`src/rtl/multicycle_main_decoder_if.sv`:
```
// Control bundle between the instruction register / datapath and the main decoder.
// The decoder side takes the master modport; the datapath side takes the slave modport.
interface multicycle_main_decoder_if;
    logic [6:0] opcode;
    logic [2:0] funct3;
    logic [1:0] ResultSrc;
    logic [1:0] ALUOp;
    logic [1:0] ALUSrcA;
    logic [1:0] ALUSrcB;
    logic       RegWrite;
    logic       PCUpdate;
    logic       AddrSrc;
    logic       MemWrite;
    logic       IRWrite;
    logic       beq;
    logic       bne;
    logic       bge;
    logic       blt;

    modport master (
        input  opcode, funct3,
        output ResultSrc, ALUOp, ALUSrcA, ALUSrcB,
        output RegWrite, PCUpdate, AddrSrc, MemWrite, IRWrite,
        output beq, bne, bge, blt
    );

    modport slave (
        output opcode, funct3,
        input  ResultSrc, ALUOp, ALUSrcA, ALUSrcB,
        input  RegWrite, PCUpdate, AddrSrc, MemWrite, IRWrite,
        input  beq, bne, bge, blt
    );
endinterface

```
`src/rtl/multicycle_main_decoder.sv`:
```
// Main control FSM of the multicycle RV32I core: Fetch/Decode/Execute/Memory/Writeback
// sequencing with Moore datapath controls and funct3-decoded branch strobes in Branch.
module multicycle_main_decoder (
    input  logic                      clk,
    input  logic                      reset,
    multicycle_main_decoder_if.master bus
);

    typedef enum logic [3:0] {
        S0  = 4'd0,   // Fetch
        S1  = 4'd1,   // Decode
        S2  = 4'd2,   // MemAdr
        S3  = 4'd3,   // MemRead
        S4  = 4'd4,   // MemWB
        S5  = 4'd5,   // MemWrite
        S6  = 4'd6,   // ExecuteR
        S7  = 4'd7,   // ALUWB
        S8  = 4'd8,   // ExecuteI
        S9  = 4'd9,   // JAL
        S10 = 4'd10   // Branch
    } state_t;

    localparam logic [6:0] OP_LW     = 7'b0000011;
    localparam logic [6:0] OP_SW     = 7'b0100011;
    localparam logic [6:0] OP_RTYPE  = 7'b0110011;
    localparam logic [6:0] OP_ITYPE  = 7'b0010011;
    localparam logic [6:0] OP_JAL    = 7'b1101111;
    localparam logic [6:0] OP_BRANCH = 7'b1100011;

    state_t state;
    state_t next_state;

    always_ff @(posedge clk or negedge reset) begin
        if (!reset) begin
            state <= S0;
        end else begin
            state <= next_state;
        end
    end

    always_comb begin
        next_state = S0;
        case (state)
            S0: next_state = S1;
            S1: begin
                case (bus.opcode)
                    OP_LW,
                    OP_SW:     next_state = S2;
                    OP_RTYPE:  next_state = S6;
                    OP_ITYPE:  next_state = S8;
                    OP_JAL:    next_state = S9;
                    OP_BRANCH: next_state = S10;
                    default:   next_state = S0;
                endcase
            end
            S2:      next_state = (bus.opcode == OP_LW) ? S3 : S5;
            S3:      next_state = S4;
            S4:      next_state = S0;
            S5:      next_state = S0;
            S6:      next_state = S7;
            S7:      next_state = S0;
            S8:      next_state = S7;
            S9:      next_state = S7;
            S10:     next_state = S0;
            default: next_state = S0;
        endcase
    end

    always_comb begin
        bus.ResultSrc = '0;
        bus.ALUOp     = '0;
        bus.ALUSrcA   = '0;
        bus.ALUSrcB   = '0;
        bus.RegWrite  = 1'b0;
        bus.PCUpdate  = 1'b0;
        bus.AddrSrc   = 1'b0;
        bus.MemWrite  = 1'b0;
        bus.IRWrite   = 1'b0;
        bus.beq       = 1'b0;
        bus.bne       = 1'b0;
        bus.bge       = 1'b0;
        bus.blt       = 1'b0;
        case (state)
            S0: begin
                bus.IRWrite   = 1'b1;
                bus.ALUSrcB   = 2'b10;
                bus.ResultSrc = 2'b10;
                bus.PCUpdate  = 1'b1;
            end
            S1: begin
                bus.ALUSrcA = 2'b01;
                bus.ALUSrcB = 2'b01;
            end
            S2: begin
                bus.ALUSrcA = 2'b10;
                bus.ALUSrcB = 2'b01;
            end
            S3: bus.AddrSrc = 1'b1;
            S4: begin
                bus.ResultSrc = 2'b01;
                bus.RegWrite  = 1'b1;
            end
            S5: begin
                bus.AddrSrc  = 1'b1;
                bus.MemWrite = 1'b1;
            end
            S6: begin
                bus.ALUSrcA = 2'b10;
                bus.ALUOp   = 2'b10;
            end
            S7: bus.RegWrite = 1'b1;
            S8: begin
                bus.ALUSrcA = 2'b10;
                bus.ALUSrcB = 2'b01;
                bus.ALUOp   = 2'b10;
            end
            S9: begin
                bus.ALUSrcA  = 2'b01;
                bus.ALUSrcB  = 2'b10;
                bus.PCUpdate = 1'b1;
            end
            S10: begin
                bus.ALUSrcA = 2'b10;
                bus.ALUOp   = 2'b01;
                // Strobes are the only Mealy outputs: they follow funct3 within Branch.
                case (bus.funct3)
                    3'b000:  bus.beq = 1'b1;
                    3'b001:  bus.bne = 1'b1;
                    3'b100:  bus.blt = 1'b1;
                    3'b101:  bus.bge = 1'b1;
                    default: ;
                endcase
            end
            default: ;
        endcase
    end

endmodule

```
`src/flat_wrapper.sv`:
```
// flat-port wrapper written by rule: the top's interface ports become plain ports
module multicycle_main_decoder_flat 
  (clk, reset, bus_opcode, bus_funct3, bus_ResultSrc, bus_ALUOp, bus_ALUSrcA, bus_ALUSrcB, bus_RegWrite, bus_PCUpdate, bus_AddrSrc, bus_MemWrite, bus_IRWrite, bus_beq, bus_bne, bus_bge, bus_blt);
  multicycle_main_decoder_if bus_i ();
  input  logic clk;
  input  logic reset;
  input wire logic [$bits(bus_i.opcode)-1:0] bus_opcode;
  input wire logic [$bits(bus_i.funct3)-1:0] bus_funct3;
  output wire logic [$bits(bus_i.ResultSrc)-1:0] bus_ResultSrc;
  output wire logic [$bits(bus_i.ALUOp)-1:0] bus_ALUOp;
  output wire logic [$bits(bus_i.ALUSrcA)-1:0] bus_ALUSrcA;
  output wire logic [$bits(bus_i.ALUSrcB)-1:0] bus_ALUSrcB;
  output wire logic [$bits(bus_i.RegWrite)-1:0] bus_RegWrite;
  output wire logic [$bits(bus_i.PCUpdate)-1:0] bus_PCUpdate;
  output wire logic [$bits(bus_i.AddrSrc)-1:0] bus_AddrSrc;
  output wire logic [$bits(bus_i.MemWrite)-1:0] bus_MemWrite;
  output wire logic [$bits(bus_i.IRWrite)-1:0] bus_IRWrite;
  output wire logic [$bits(bus_i.beq)-1:0] bus_beq;
  output wire logic [$bits(bus_i.bne)-1:0] bus_bne;
  output wire logic [$bits(bus_i.bge)-1:0] bus_bge;
  output wire logic [$bits(bus_i.blt)-1:0] bus_blt;
  assign bus_i.opcode = bus_opcode;
  assign bus_i.funct3 = bus_funct3;
  assign bus_ResultSrc = bus_i.ResultSrc;
  assign bus_ALUOp = bus_i.ALUOp;
  assign bus_ALUSrcA = bus_i.ALUSrcA;
  assign bus_ALUSrcB = bus_i.ALUSrcB;
  assign bus_RegWrite = bus_i.RegWrite;
  assign bus_PCUpdate = bus_i.PCUpdate;
  assign bus_AddrSrc = bus_i.AddrSrc;
  assign bus_MemWrite = bus_i.MemWrite;
  assign bus_IRWrite = bus_i.IRWrite;
  assign bus_beq = bus_i.beq;
  assign bus_bne = bus_i.bne;
  assign bus_bge = bus_i.bge;
  assign bus_blt = bus_i.blt;
  multicycle_main_decoder u_core (.clk(clk), .reset(reset), .bus(bus_i));
endmodule
```
`config.mk`:
```
export PLATFORM = sky130hd
export DESIGN_NAME = multicycle_main_decoder_flat
export DESIGN_NICKNAME = d
export VERILOG_FILES = /design/src/rtl/multicycle_main_decoder_if.sv /design/src/rtl/multicycle_main_decoder.sv /design/src/flat_wrapper.sv
export SDC_FILE = /design/constraint.sdc
export NUM_CORES = 1
export LEC_CHECK = 0
export ABC_AREA = 1
export CORE_MARGIN = 1.5
export CORE_UTILIZATION = 35
export CTS_CLUSTER_SIZE = 24
export DETAILED_ROUTE_END_ITERATION = 12
export HOLD_SLACK_MARGIN = 0.06
export PLACE_DENSITY_LB_ADDON = 0.15
export SLEW_MARGIN = 10
export SYNTH_ARGS = -nofsm -noshare
export SYNTH_HDL_FRONTEND = slang
export SYNTH_SLANG_ARGS = --single-unit
export TNS_END_PERCENT = 10
```
`constraint.sdc`:
```
create_clock -name clk -period 3.08 [get_ports clk]
set_clock_uncertainty 0.15 [all_clocks]
set_input_delay 0.924 -clock clk [delete_from_list [all_inputs] [get_ports clk]]
set_output_delay 0.924 -clock clk [all_outputs]
set_load 0.005 [all_outputs]
```
# Yosys cells after proc, flatten, opt, wreduce, memory -nomap -nowiden
# Index checks and enable logic that the tools add are counted.
# W data, S select, Z words.
# word_totals
mem_count	0
regBits	4
latchBits	0
rom_bits	0
wordCells	51
mem_bits_rw	0
# op_classes
reduce_logical	11
muxes	20
n_addsub	0
shift	0
magnitude_cmp	0
n_eq_ne	19
n_bitwise	0
div_mod_pow	0
mul	0
# op_table
cell	count
$pmux W4 S5	2
$eq A4 B3 Y1 const B	4
$pmux W2 S2	4
$eq A7 B6 Y1 const B	2
$eq A7 B7 Y1 const B	2
$mux W1	13
$eq A4 B4 Y1 const B	3
$reduce_or A2 Y1	6
$eq A4 B2 Y1 const B	2
$eq A7 B2 Y1 const B	1
$eq A7 B5 Y1 const B	1
$eq A3 B3 Y1 const B	2
$reduce_or A3 Y1	2
$eq A4 B1 Y1 const B	1
$logic_not A4 Y1	1
$reduce_or A4 Y1	1
$eq A3 B1 Y1 const B	1
$logic_not A3 Y1	1
$mux W3	1

# Logic depth before layout (Yosys ltp)
# Gate-level depths: netlist (run 1).
# depth
word_depth	4
depth_mapped	8
depth_no_buf	8

# Worst setup path before layout (run 1)
# No wires, ideal clock.
# synth_path
path_kind	input -> output
startpoint	input port bus_funct3[1]
endpoint	output port bus_beq
path_stages	2
required_ns	2.006
arrival_time_ns	1.417
path_buffers	0
setup_slack_ns	0.589
cell_sequence	or2_2 > nor3_1
# synth_via
elab_chain_len	3
# synth_rtl
item	line	source
start: declaration	flat_wrapper.sv:8	input wire logic [$bits(bus_i.funct3)-1:0] bus_funct3;
$logic_not A3 Y1	multicycle_main_decoder.sv:126	case (bus.funct3)
$mux W1	multicycle_main_decoder.sv:126	
$mux W1	multicycle_main_decoder.sv:83	case (state)
end: declaration	flat_wrapper.sv:18	output wire logic [$bits(bus_i.beq)-1:0] bus_beq;
# No other way between the ends.

# Worst setup path in the final report (run 1)
# Ends and elaborated chain as after synthesis.

==> metrics.md, run 1 <==
| Metric | Value |
|---|---|
| Core Area | `0.001489 mm²` |
| Worst hold path type | `register to register` |
| Worst path cell trace | `clkdlybuf4s50_1 -> or2_4 -> nor3_2 -> clkdlybuf4s15_2` |
| Yosys reg bits | `4` |
| Die area | `0.001805 mm²` |
| Power per cell area | `462.5 mW/mm²` |
| TritonCTS Buffers | `3` |
| Worst-Skew Late Latency | `0.23 ns` |
| Grt ovf | `0` |
| Final count of pins violating max slew | `0` |
| H-Tree Depth | `1` |
| Area leader, netlist | `dfrtp_1` |
| Synth Warn # | `0` |
| Met2 Track Usage GR | `29.54%` |
| Synthesized area | `545.5 µm²` |
| DR pass1 iterations | `3` |
| Detailed-route wire length | `1.280 mm` |
| Post-route clock period utilization | `98.11%` |
| Largest registers | `u_core.state x4` |
| Worst setup path category | `primary input to output port` |
| Largest net degree at the start of global routing | `9` |
| Slowest-stage cell, CP | `clkdlybuf4s50_1` |
| Post-Syn Instances | `91` |
| Syn_nets | `103` |
| Maxcap violations | `0` |
| EDFF count, synth | `0` |
| Clock network power share | `15.2%` |
| CTS tree | `built` |
| Int Power | `249.4 µW` |
| Number of antenna-violating nets in the routed design | `0` |
| Switching Share | `38.60%` |
| Design Area, Final | `878.3 µm²` |
| Max reg flops | `4` |
| Yosys top cell area share | `18.35%` |
| Area Overhead vs Synth | `61.01%` |
| TNS Setup | `0 ns` |
| Total global-route track usage | `17.38%` |
| Min cycle time layout | `3.022 ns` |
| Critical-path maximum fanout | `2` |
| Number of antenna diodes | `0` |
| Via count | `637` |
| Most common cell after layout, fill and taps aside | `clkdlybuf4s50_1` |
| Kind of cell adding the most delay to the critical path | `buffers and inverters` |
| Share of layout cells above drive strength 1 | `20.66%` |
| Filler Cell Count | `161` |
| # Post-CTS Setup Buffers | `0` |
| Fin nets | `135` |
| Startpoint types | `primary input` |
| Switch Pwr | `156.8 µW` |
| Num ports | `29` |
| Sequential area share after synthesis | `18.35%` |
| Dpl cell area | `838.3 µm²` |
| Final Hold Vio Count | `0` |
| DRT iter0 DRCs | `7` |
| Met1 Resource Use GR | `21.26%` |
| Initial antenna violation count | `0` |
| Ranking of synthesized cells by area | `dfrtp_1 18%, nand2_1 14%, nor2_1 11%` |
| Status | `finished, final reports clean` |
| Root buf cell | `clkbuf_4` |
| Drc violations | `0` |
| Required time of the critical path | `2.01 ns` |
| Most used routing layer | `met2` |
| M3 GR Usage | `1.724%` |
| Synth cell types | `22` |
| Row count | `14` |
| P_leak | `0.0004126 µW` |
| Clock Path Buffers | `2` |
| CP max stage delay | `0.43 ns` |
| Drt wl/cell | `9.343 µm` |
| Post-Syn Area per Cell | `5.995 µm²` |
| RSZ-0062 raised after global routing | `true` |
| Fmax | `0.3309 GHz` |
| Crit. End Element | `output port` |
| # setup viols final | `0` |
| First-pass GRT wire length | `2.421 mm` |
| GP Congestion | `0.7519` |
| Slew @ Worst Pin | `0.2606 ns` |
| Ys flop type | `dfrtp_1` |
| Starting Density | `36.64%` |
| Most frequent cells in the layout | `24 x clkdlybuf4s50_1, 20 x nand2_1, 16 x nor2_1, 13 x inv_1` |
| Die height | `42.48 µm` |
| Combinational Power Share | `64.7%` |
| Vias in the first global route | `592` |
| Worst relative slew slack | `82.63%` |
| Sequential share of power | `20.1%` |
| Critical Path AT | `1.95 ns` |
| Async SR Flop Fraction | `100.0%` |
| PortBufs | `28` |
| Largest register by flop count | `u_core.state` |
| Clock sinks | `4` |
| Post-DR vias/cell | `4.650` |
| HPWL after DPL | `1.120 mm` |
| Maximum VDD drop | `314.5 µV` |
| CP bufs+invs | `2` |
| Reg clk slew, reported paths | `0.04 ns` |
| Die Span X | `42.48 µm` |
| Cts hold-fix bufs | `0` |
[cells in the mapped netlist, types with 3 or more instances]
cell,count
inv_1,13
dfrtp_1,4
inv_2,4
nor2_4,5
a21oi_1,3
o21ai_0,3
nand2_2,3
nor3_1,4
nor2_1,16
nand2_1,20
nand3_1,5
[layer usage]
layer | wire [µm] | vias up
met5 | 0 | -
met1 | 548 | 272
met4 | 12 | 0
met2 | 641 | 20
li1 | - | 343
met3 | 78 | 2
[tightest hold or removal path, stage by stage (launching register included)]
cell and delay [ns]:
dfrtp_1 0.41, nor2_1 0.06, nand2_1 0.08, a21oi_1 0.05
[per-stage QoR]
| step | hold slack [ns] | power, µW | utilization (%) | instances | worst slack [ns] |
|---|---|---|---|---|---|
| global placement | 0.4828 | 338.1 | 56.30 | 134 | -0.3143 |
| global route | 0.5306 | 449.5 | 58.99 | 137 | -0.009014 |
| floorplan | 0.4454 | 217.9 | - | 91 | 0.5893 |
| CTS | 0.4908 | 413.5 | 58.66 | 137 | 0.04311 |
| finish | 0.4875 | 406.2 | 58.99 | 137 | 0.05808 |
| detailed placement | 0.4820 | 347.6 | 56.30 | 134 | -0.3850 |
[power groups by stage]
stage / registers [µW] / logic [µW] / clock network, µW
6_report: 81.7 / 263 / 61.7
5_1_grt: 84.5 / 294 / 71.4
4_1_cts: 81.7 / 267 / 65.0
3_5_place_dp: 82.3 / 265 / 0
3_3_place_gp: 81.9 / 256 / 0
2_1_floorplan: 80.5 / 137 / 0
[worst paths after layout]
| check | end | start | slack, ns | depth (start not counted) |
|---|---|---|---|---|
| setup / recovery | bus_beq | bus_funct3[1] | 0.06 | 4 |
| hold / removal | u_core.state[3] | u_core.state[3] | 0.49 | 3 |
| setup reg to reg | u_core.state[1] | u_core.state[0] | 1.80 | 5 |
| hold reg to reg | u_core.state[3] | u_core.state[3] | 0.49 | 3 |
| max in group asynchronous | u_core.state[1] | reset | 1.88 | 1 |
| min in group asynchronous | u_core.state[2] | reset | 0.74 | 1 |
[timing repair]
item / CTS / global route
endpoints found under the setup margin: 4 / 3
cloned: 0 / 0
resized for setup: 11 / 1
pin swaps: 1 / 1
[kinds of logic (layout without fill, tap and decap cells)]
| group | after synthesis | after routing | synth area share [%] |
|---|---|---|---|
| simple gates | 60 | 60 | 59.18 |
| compound gates | 9 | 9 | 9.404 |
| flops | 4 | 4 | 18.35 |
| buf+inv | 18 | 48 | 13.07 |
[final cells by class]
class                           count  area, µm²  share of cell area (%)
Timing Repair Buffer               28      280.3                   31.91
Inverter                           17      63.81                   7.265
Multi-Input combinational cell     69      391.6                   44.59
Sequential cell                     4      100.1                   11.40
Clock buffer                        3      22.52                   2.564
Tap cell                           16      20.02                   2.279
Note: power is estimated with default switching activity, not from simulation.
==> run 2: changes to the inputs <==
- HOLD_SLACK_MARGIN: 0.06 -> 0.12
==> results of run 2 <==
No change in the layout: final DEF, timing and power equal those of run 1.
==> run 3: changes to the inputs <==
- DONT_BUFFER_PORTS: unset -> 1
==> run 3 against run 2 <==
  * Worst setup slack better by 0.51 ns
  * Combinational power is 45% lower
  * Critical endpoint is now bus_blt
  * Cell count decreased by 20%
  * Sequential cell count unchanged
  * Die area unchanged
==> metrics.md, run 3 (synthesis results as in run 1) <==
| Metric | Value |
|---|---|
| Number of cells on the worst reg-to-reg path | `5 (unchanged)` |
| Maximum VDD drop | `204.9 µV (-35%)` |
| Power per cell area | `503.7 mW/mm² (+8.9%)` |
| Clock network power share | `22.4% (+7.2 points)` |
| Placed cells | `106 (-21%)` |
| P_leak | `0.0002968 µW (-28%)` |
| Slowest-stage cell, CP | `or2_2` |
| Maxcap violations | `0 (unchanged)` |
| Required time of the critical path | `2.01 ns (about the same)` |
| R2r setup slk | `1.76 ns (-0.04 ns)` |
| DRT iter0 DRCs | `10 (+3)` |
| Most frequent cells in the layout | `20 x nand2_1, 16 x nor2_1, 13 x inv_1, 5 x nor2_4, 5 x nand3_1` |
| Worst setup path category | `primary input to output port` |
| Detailed-route wire length | `1.189 mm (-7.1%)` |
| Switching Share | `46.83% (+8.2 points)` |
| RSZ-0062 raised after global routing | `false` |
| Most common cell after layout, fill and taps aside | `nand2_1` |
| CP bufs+invs | `0 (-2)` |
| Drt wl/cell | `10.91 µm (+17%)` |
| Clock sinks | `4 (unchanged)` |
| Worst-Skew Late Latency | `0.23 ns (about the same)` |
| Total global-route track usage | `15.59% (-1.8 points)` |
| Post-route clock period utilization | `81.69% (-16 points)` |
| Row count | `14 (unchanged)` |
| Core Util, Final | `38.99% (-20 points)` |
| Die Span X | `42.48 µm (unchanged)` |
| Reg clk slew, reported paths | `0.04 ns (about the same)` |
| # Post-CTS Setup Buffers | `0 (unchanged)` |
| Core Area | `0.001489 mm² (unchanged)` |
| Worst path cell trace | `or2_2 -> nor3_1` |
| Design Power | `292.4 µW (-28%)` |
| Filler Cell Count | `173 (+7.5%)` |
| HPWL after DPL | `1.020 mm (-9.0%)` |
| Area Overhead vs Synth | `6.422%` |
| GP Congestion | `0.8205 (+9.1%)` |
| TNS Setup | `0 ns (unchanged)` |
| Dpl cell area | `558.0 µm² (-33%)` |
| DR pass1 iterations | `4 (+1)` |
| Worst reg2reg startpoint | `u_core.state[3]` |
| Via count | `544 (-15%)` |
| Starting Density | `36.64% (unchanged)` |
| TritonCTS Buffers | `3 (unchanged)` |
| H-Tree Depth | `1 (unchanged)` |
| Design Area, Final | `580.6 µm² (-34%)` |
| Final Hold Vio Count | `0 (unchanged)` |
| Drc violations | `0 (unchanged)` |
| Max reg flops | `4 (unchanged)` |
| First-pass GRT wire length | `2.083 mm (-14%)` |
| Slew @ Worst Pin | `0.2660 ns (+0.005345 ns)` |
| Area of the multi-input gates | `374.1 µm² (-4.5%)` |
| # setup viols final | `0 (unchanged)` |
| CP max stage delay | `0.29 ns (-0.14 ns)` |
| PortBufs | `0 (-100%)` |
| Min cycle time layout | `2.516 ns (-0.5058 ns)` |
| Final count of pins violating max slew | `0 (unchanged)` |
| Largest net degree at the start of global routing | `9 (unchanged)` |
| Crit. End Element | `output port` |
| CTS tree | `built` |
| Critical Path AT | `1.44 ns (-0.51 ns)` |
| Worst hold path type | `primary input to async pin` |
| Status | `finished, final reports clean` |
| Switch Pwr | `136.9 µW (-13%)` |
| Combinational Power Share | `49.6% (-15 points)` |
| Initial antenna violation count | `0 (unchanged)` |
| Num ports | `29 (unchanged)` |
| Largest register by flop count | `u_core.state` |
| Post-CTS sizing | `0 (-11)` |
| Vias in the first global route | `521 (-12%)` |
| Startpoint types | `primary input` |
| Number of antenna diodes | `0 (unchanged)` |
| Cell Count, Final, Fillers Out | `109 (-20%)` |
| Worst relative slew slack | `82.20% (-0.42 points)` |
| Share of layout cells above drive strength 1 | `21.51% (+0.84 points)` |
| Die area | `0.001805 mm² (unchanged)` |
| Number of antenna-violating nets in the routed design | `0 (unchanged)` |
| Register area | `100.1 µm² (unchanged)` |
| Largest registers | `u_core.state x4` |
| Post-DR vias/cell | `4.991 (+7.3%)` |
| Cts hold-fix bufs | `0 (unchanged)` |
| Die height | `42.48 µm (unchanged)` |
| Critical-path maximum fanout | `2 (unchanged)` |
| Clock Path Buffers | `2 (unchanged)` |
| Root buf cell | `clkbuf_4` |
| Reg2reg end | `u_core.state[1]` |
| Sequential share of power | `27.9% (+7.8 points)` |
| Fmax | `0.3974 GHz (+20%)` |
| Int Power | `155.5 µW (-38%)` |
| Fin nets | `107 (-21%)` |
| Kind of cell adding the most delay to the critical path | `simple AND/OR/NAND/NOR gates` |
| Grt ovf | `0 (unchanged)` |
[run 3: cell types whose count changed in the layout (fill, tap and decap cells not counted), sizes merged]
cell           previous run  this run
dlygate4sd2               2         0
clkdlybuf4s15             2         0
clkdlybuf4s50            24         0
[run 3: through the flow]
step | hold slack [ns] | setup slack [ns]
3_3_place_gp | 0.4785 | 0.5588
6_report | 0.2332 | 0.5639
4_1_cts | 0.2242 | 0.5613
5_1_grt | 0.2180 | 0.5412
3_5_place_dp | 0.4785 | 0.5611
2_1_floorplan | 0.4454 | 0.5893
[run 3: worst max-delay path by stage]
stage / start / to / slack [ns] / depth (start not counted)
floorplan: bus_funct3[1] / bus_beq / 0.59 / 2
finish: bus_funct3[1] / bus_blt / 0.56 / 2
detailed placement: bus_funct3[1] / bus_blt / 0.56 / 2
CTS: bus_funct3[1] / bus_blt / 0.56 / 2
global placement: bus_funct3[1] / bus_beq / 0.56 / 2
global route: bus_funct3[1] / bus_beq / 0.54 / 2
[run 3: cell type report]
class	count	area share, %
multi-input combinational	69	64.44
inverter	17	10.99
clock buffer	3	3.879
sequential	4	17.24
tap	16	3.448
[run 3: layer usage]
| layer | track usage, % | vias to the layer above | share of wire, % |
|---|---|---|---|
| met3 | 3.448 | 4 | 7.8 |
| met5 | 0 | - | 0 |
| met1 | 17.80 | 229 | 42 |
| li1 | - | 289 | - |
| met2 | 26.15 | 22 | 48 |
| met4 | 9.375 | 0 | 1.6 |
[run 3: power by group through the flow]
stage                     Combinational (µW)  Sequential (µW)  Clock (µW)
final                                    145             81.7        65.6
after CTS                                150             82.1        68.3
after detailed placement                 149             82.8           0
after global placement                   148             82.1           0
after global routing                     167             83.4        72.6
after floorplan                          137             80.5           0
